`src/rtl/fpga_spi_cmd.sv`:
```
// fpga_spi_cmd: ARM-facing SPI command slave clocked by pck0.
// Receives 16-bit frames (4-bit opcode, 8-bit payload in [7:0]) and updates the
// configuration word or the clock divisor. Malformed frames set a sticky error flag.
// Optional readback of conf_word on miso is enabled with macro FPGA_SPI_READBACK_EN.
module fpga_spi_cmd (
    input  logic       pck0,
    input  logic       reset,
    input  logic       spck,
    input  logic       mosi,
    input  logic       ncs,
    output logic       miso,
    output logic [7:0] conf_word,
    output logic [7:0] divisor,
    output logic       conf_strobe,
    output logic       div_strobe,
    output logic       frame_err
);

    typedef enum logic [1:0] {
        WAIT_IDLE = 2'd0,
        IDLE      = 2'd1,
        SHIFT     = 2'd2,
        DECODE    = 2'd3
    } state_t;

    // Two synchronizer flops per input plus one/two history stages for edge detection.
    logic       r_spck_s1, r_spck_s2, r_spck_d, r_spck_d2;
    logic       r_mosi_s1, r_mosi_s2, r_mosi_d;
    logic       r_ncs_s1, r_ncs_s2, r_ncs_d, r_ncs_d2;

    state_t     r_state;
    logic [15:0] r_shift;
    logic [4:0]  r_bit_cnt;
    logic [7:0]  r_conf_word;
    logic [7:0]  r_divisor;
    logic        r_conf_strobe;
    logic        r_div_strobe;
    logic        r_frame_err;

    logic w_spck_rise, w_spck_fall, w_ncs_rise, w_ncs_fall;

    // Edges are taken one stage after the synchronizer so mosi stays aligned with spck.
    assign w_spck_rise =  r_spck_d & ~r_spck_d2;
    assign w_spck_fall = ~r_spck_d &  r_spck_d2;
    assign w_ncs_rise  =  r_ncs_d  & ~r_ncs_d2;
    assign w_ncs_fall  = ~r_ncs_d  &  r_ncs_d2;

    assign conf_word   = r_conf_word;
    assign divisor     = r_divisor;
    assign conf_strobe = r_conf_strobe;
    assign div_strobe  = r_div_strobe;
    assign frame_err   = r_frame_err;

`ifdef FPGA_SPI_READBACK_EN
    logic [15:0] r_rb;
    logic        r_miso;
    logic [15:0] w_rb_load;

    assign w_rb_load = {4'b0001, 4'b0000, r_conf_word};
    assign miso      = r_miso;
`else
    assign miso = 1'b0;
`endif

    // Synchronize the asynchronous SPI inputs and keep a short history for edge detection.
    always_ff @(posedge pck0) begin
        if (reset) begin
            r_spck_s1 <= 1'b0;
            r_spck_s2 <= 1'b0;
            r_spck_d  <= 1'b0;
            r_spck_d2 <= 1'b0;
            r_mosi_s1 <= 1'b0;
            r_mosi_s2 <= 1'b0;
            r_mosi_d  <= 1'b0;
            r_ncs_s1  <= 1'b1;
            r_ncs_s2  <= 1'b1;
            r_ncs_d   <= 1'b1;
            r_ncs_d2  <= 1'b1;
        end else begin
            r_spck_s1 <= spck;
            r_spck_s2 <= r_spck_s1;
            r_spck_d  <= r_spck_s2;
            r_spck_d2 <= r_spck_d;
            r_mosi_s1 <= mosi;
            r_mosi_s2 <= r_mosi_s1;
            r_mosi_d  <= r_mosi_s2;
            r_ncs_s1  <= ncs;
            r_ncs_s2  <= r_ncs_s1;
            r_ncs_d   <= r_ncs_s2;
            r_ncs_d2  <= r_ncs_d;
        end
    end

    // Frame FSM: shift in bits while ncs is low, decode once ncs rises, drive registered outputs.
    always_ff @(posedge pck0) begin
        if (reset) begin
            r_state       <= WAIT_IDLE;
            r_shift       <= 16'h0000;
            r_bit_cnt     <= 5'd0;
            r_conf_word   <= 8'hE0;
            r_divisor     <= 8'd95;
            r_conf_strobe <= 1'b0;
            r_div_strobe  <= 1'b0;
            r_frame_err   <= 1'b0;
`ifdef FPGA_SPI_READBACK_EN
            r_rb          <= 16'h0000;
            r_miso        <= 1'b0;
`endif
        end else begin
            r_conf_strobe <= 1'b0;
            r_div_strobe  <= 1'b0;
            case (r_state)
                WAIT_IDLE: begin
                    // Wait for ncs high so a frame already running at reset release is dropped.
                    if (r_ncs_s2) begin
                        r_state <= IDLE;
                    end else begin
                        r_state <= WAIT_IDLE;
                    end
                end
                IDLE: begin
                    if (w_ncs_fall) begin
                        r_state   <= SHIFT;
                        r_shift   <= 16'h0000;
                        r_bit_cnt <= 5'd0;
`ifdef FPGA_SPI_READBACK_EN
                        r_rb      <= w_rb_load;
                        r_miso    <= w_rb_load[15];
`endif
                    end
                end
                SHIFT: begin
                    // An spck edge coinciding with the ncs rise is not part of the frame.
                    if (w_ncs_rise) begin
                        r_state <= DECODE;
`ifdef FPGA_SPI_READBACK_EN
                        r_miso  <= 1'b0;
`endif
                    end else begin
                        if (w_spck_rise) begin
                            r_shift <= {r_shift[14:0], r_mosi_d};
                            if (r_bit_cnt != 5'd17) begin
                                r_bit_cnt <= r_bit_cnt + 5'd1;
                            end
                        end
`ifdef FPGA_SPI_READBACK_EN
                        if (w_spck_fall) begin
                            r_rb   <= {r_rb[14:0], 1'b0};
                            r_miso <= r_rb[14];
                        end
`endif
                    end
                end
                DECODE: begin
                    r_state <= IDLE;
                    if (r_bit_cnt == 5'd16) begin
                        case (r_shift[15:12])
                            4'b0001: begin
                                r_conf_word   <= r_shift[7:0];
                                r_conf_strobe <= 1'b1;
                            end
                            4'b0010: begin
                                r_divisor    <= r_shift[7:0];
                                r_div_strobe <= 1'b1;
                            end
                            default: begin
                                r_conf_word <= r_conf_word;
                            end
                        endcase
                    end else begin
                        r_frame_err <= 1'b1;
                    end
                end
                default: begin
                    r_state <= WAIT_IDLE;
                end
            endcase
        end
    end

endmodule
```
`config.mk`:
```
export PLATFORM = sky130hd
export DESIGN_NAME = fpga_spi_cmd
export DESIGN_NICKNAME = d
export VERILOG_FILES = /design/src/rtl/fpga_spi_cmd.sv
export SDC_FILE = /design/constraint.sdc
export NUM_CORES = 1
export LEC_CHECK = 0
export ABC_AREA = 1
export CAP_MARGIN = 15
export CORE_ASPECT_RATIO = 1.2
export CORE_MARGIN = 8
export CORE_UTILIZATION = 40
export DETAILED_ROUTE_END_ITERATION = 16
export PLACE_DENSITY = 0.72
export SLEW_MARGIN = 20
export SYNTH_ARGS = -nofsm -noshare
export SYNTH_HDL_FRONTEND = slang
export SYNTH_SLANG_ARGS = --single-unit
```
`constraint.sdc`:
```
create_clock -name pck0 -period 3.05 [get_ports pck0]
set_input_delay 0.61 -clock pck0 [delete_from_list [all_inputs] [get_ports pck0]]
set_output_delay 0.61 -clock pck0 [all_outputs]
set_load 0.02 [all_outputs]
```
==> flow_summary_export.csv <==
group,metric,value,unit
setup_path,reg2reg_depth,9,
sta,hold_viol_final,0,
clock_network,clock_path_buffers,2,
global_routing,grt_max_degree,30,
synth,ys_seq_area_frac,0.485,
clock_network,ctsHoldBuffers,0,
final_layout,multi_input_area,926,um^2
final_layout,fin_nets,305,
setup_path,critPathBufInv,1,
sta,drv_slew,0,
global_routing,antenna_found_initial,0,
final_layout,seq_area,1060,um^2
detailed_routing,wirelength,4.06,mm
sta,fin_crit_sh,0.621,
clock_network,path_clk_slew,0.10,ns
clock_network,cts_root_buffer,"clkbuf_8",
setup_path,criticalPathCategory,"flop to primary output",
outcome,status,"finished clean",
floorplanning,rows,29,
clock_network,clock-sinks,53,
final_layout,fin_util,0.473,
sta,fmax,0.528,GHz
synth,syn_area,2190,um^2
sta,period_needed,1.90,ns
floorplanning,die_y,97.0,um
place,place_inst,348,
global_routing,first_global_vias,1631,
sta,fin_worst_skew,0.0119,ns
detailed_routing,drc_errors,0,
clock_network,numCtsBuffers,5,
pwr,max-vdd-ir-drop,375,uV
global_routing,grt_util_all_layers,0.102,
setup_path,reg2reg_from,"r_state[0]",
pwr,power.leakage,0.00103,uW
detailed_routing,drt-vias-per-instance,4.88,
detailed_routing,first_iter_violations,139,
floorplanning,coreArea,5300,um^2
floorplanning,io_pins,25,
floorplanning,start_util,0.413,
global_routing,grt_remaining_overflow,0,
synth,yosys_warnings,0,
setup_path,max_stage_delay,0.62,ns
synth,synth.most_common_cell,"dfxtp_1",
synth,ys_types,27,
detailed_routing,vias,1737,
sta,rsz0062_at_grt,"false",
synth,async_reset_ff_frac,0,
clock_network,cts_setup_buffers,0,
setup_path,r2r-end,"r_bit_cnt[1]",
sta,worst_pin_slew,0.706,ns
setup_path,slowest_stage,"clkdlybuf4s50_1",
clock_network,cts_tree,"yes",
synth,synth_area_leaders,"dfxtp_1, nand2_1, nand3_1",
detailed_routing,wl_per_cell,11.4,um
clock_network,cts_max_level,2,
final_layout,diodes,0,
sta,slew_headroom,0.529,
flow_run,drv_cap,0,
synth,synth_edf_count,0,
detailed_routing,antenna_left,0,
place,dpl.hpwl,2.80,mm
final_layout,instances_no_fill,356,
hold_path,hold_path_class,"flop to flop",
sta,setup_tns,0,ns
final_layout,syn_to_final_growth,14.6,%
setup_path,cp.arrival,1.29,ns
setup_path,cp-end-kind,"primary output",
synth,postSynthAreaPerCell,7.98,um^2
synth,synthFlopType,"dfxtp_1",
final_layout,drive_gt1_frac,0.116,
setup_path,startpoint,"divisor[1]",
pwr,power.density,640,nW/um^2
synth,synthesis.instances,274,
synth,synthesis.nets,286,
setup_path,required,2.44,ns
setup_path,path_depth,1,
floorplanning,die_w,83.5,um
setup_path,critPathCapture,"divisor[1]",
place,port-buffer-count,23,
synth,synth_top_cell_area_share,0.485,
setup_path,crit_path_start_kind,"flop",
synth,ys_ff_latch,53,
synth,synth.largest_area_cell,"dfxtp_1",
floorplanning,die-area,8100,um^2
clock_network,clkLatencyLatePin,0.31,ns
place,place.gp.congestion,0.747,
setup_path,reg2reg_slack,1.37,ns
detailed_routing,dr.pass1.iters,4,
setup_path,path_cells,"clkdlybuf4s50_1",
final_layout,fill_cells,536,
sta,setup_viol,0,
global_routing,grt_pass1_wl,7.11,mm
setup_path,crit_family,"buffers and inverters",
synth,synth_commonest_cells,"dfxtp_1, nand2_1, nor2_1",
setup_path,worstPathMaxFanout,2,
clock_network,cts_resized,0,
-- cell usage in the layout (no fill, tap or decap) --
| master | count |
|---|---|
| dfxtp_1 | 53 |
| nand2_1 | 51 |
| nor2_1 | 35 |
| nand3_1 | 29 |
| clkdlybuf4s50_1 | 23 |
| inv_1 | 22 |
| a21oi_1 | 22 |
| o21ai_1 | 7 |
| ha_1 | 7 |
| inv_2 | 6 |
| o21ai_0 | 6 |
| nand2_2 | 5 |
| clkbuf_8 | 5 |
| nand3_2 | 3 |
| or2_2 | 3 |
| nand2_4 | 2 |
| nand4_1 | 2 |
| o211ai_2 | 2 |
| buf_4 | 2 |
| nor2_8 | 1 |
| nor2_2 | 1 |
| nor2_4 | 1 |
| nor3_1 | 1 |
| xnor2_1 | 1 |
| conb_1 | 1 |
| clkinv_2 | 1 |
| inv_6 | 1 |
| clkinvlp_4 | 1 |
-- metal layers --
metal	GRT usage	wire length, um
met3	0.0193	109
met2	0.185	2060
met5	0	0
met1	0.110	1810
met4	0.0479	79
-- report_power, final --
part	leakage (uW)	internal (uW)	switching [uW]	total (uW)
clock	0.0000445	163	235	398
combinational	0.000554	137	298	435
sequential	0.000430	736	35.6	771
total	0.00103	1040	568	1600
-- kinds of logic (layout without fill, tap and decap cells) --
family,after synthesis,after routing,share of synthesized area
AO/OA/AOI/OAI,37,37,0.0916
XOR/XNOR,1,1,0.00401
adder cells (fa/ha/maj),7,7,0.0401
buffers and inverters,41,61,0.0910
flip-flops,53,53,0.485
other,1,1,0.00172
AND/OR/NAND/NOR,134,134,0.286
-- state kept, by name, indices dropped and copies added, names as in the netlist --
register     cells
divisor          8
r_ncs_s1         1
r_ncs_d2         1
frame_err        1
r_shift         16
r_spck_s1        1
r_spck_d         1
r_spck_s2        1
r_ncs_s2         1
r_spck_d2        1
r_mosi_d         1
div_strobe       1
r_mosi_s1        1
r_ncs_d          1
conf_strobe      1
r_state          2
r_mosi_s2        1
conf_word        8
r_bit_cnt        5
-- final cells by class --
type                       count  share of cell area
sequential                    53               0.424
clock inverter                 3             0.00849
timing repair buffer          25              0.0979
multi-input combinational    180               0.370
clock buffer                   5              0.0275
inverter                      28              0.0420
tap                           62              0.0310
-- per-stage QoR --
stage          setup WS (ns)  cell area [um^2]  total power, uW  hold slack, ns
2_1_floorplan           1.63              2190             1170           0.388
3_3_place_gp            1.06              2410             1210           0.390
3_5_place_dp            1.03              2410             1220           0.396
4_1_cts                 1.15              2500             1620           0.410
5_1_grt                 1.10              2500             1710           0.433
6_report                1.15              2500             1600           0.406
-- worst min path at each step --
| stage | startpoint | endpoint | slack [ns] | cells past startpoint |
|---|---|---|---|---|
| 2_1_floorplan | r_mosi_s2 | r_mosi_d | 0.39 | 2 |
| 3_3_place_gp | r_mosi_s1 | r_mosi_s2 | 0.39 | 2 |
| 3_5_place_dp | r_mosi_s1 | r_mosi_s2 | 0.40 | 2 |
| 4_1_cts | r_mosi_s2 | r_mosi_d | 0.41 | 2 |
| 5_1_grt | r_mosi_s2 | r_mosi_d | 0.43 | 2 |
| 6_report | r_mosi_s2 | r_mosi_d | 0.41 | 2 |
Note: power is estimated with default switching activity, not from simulation.
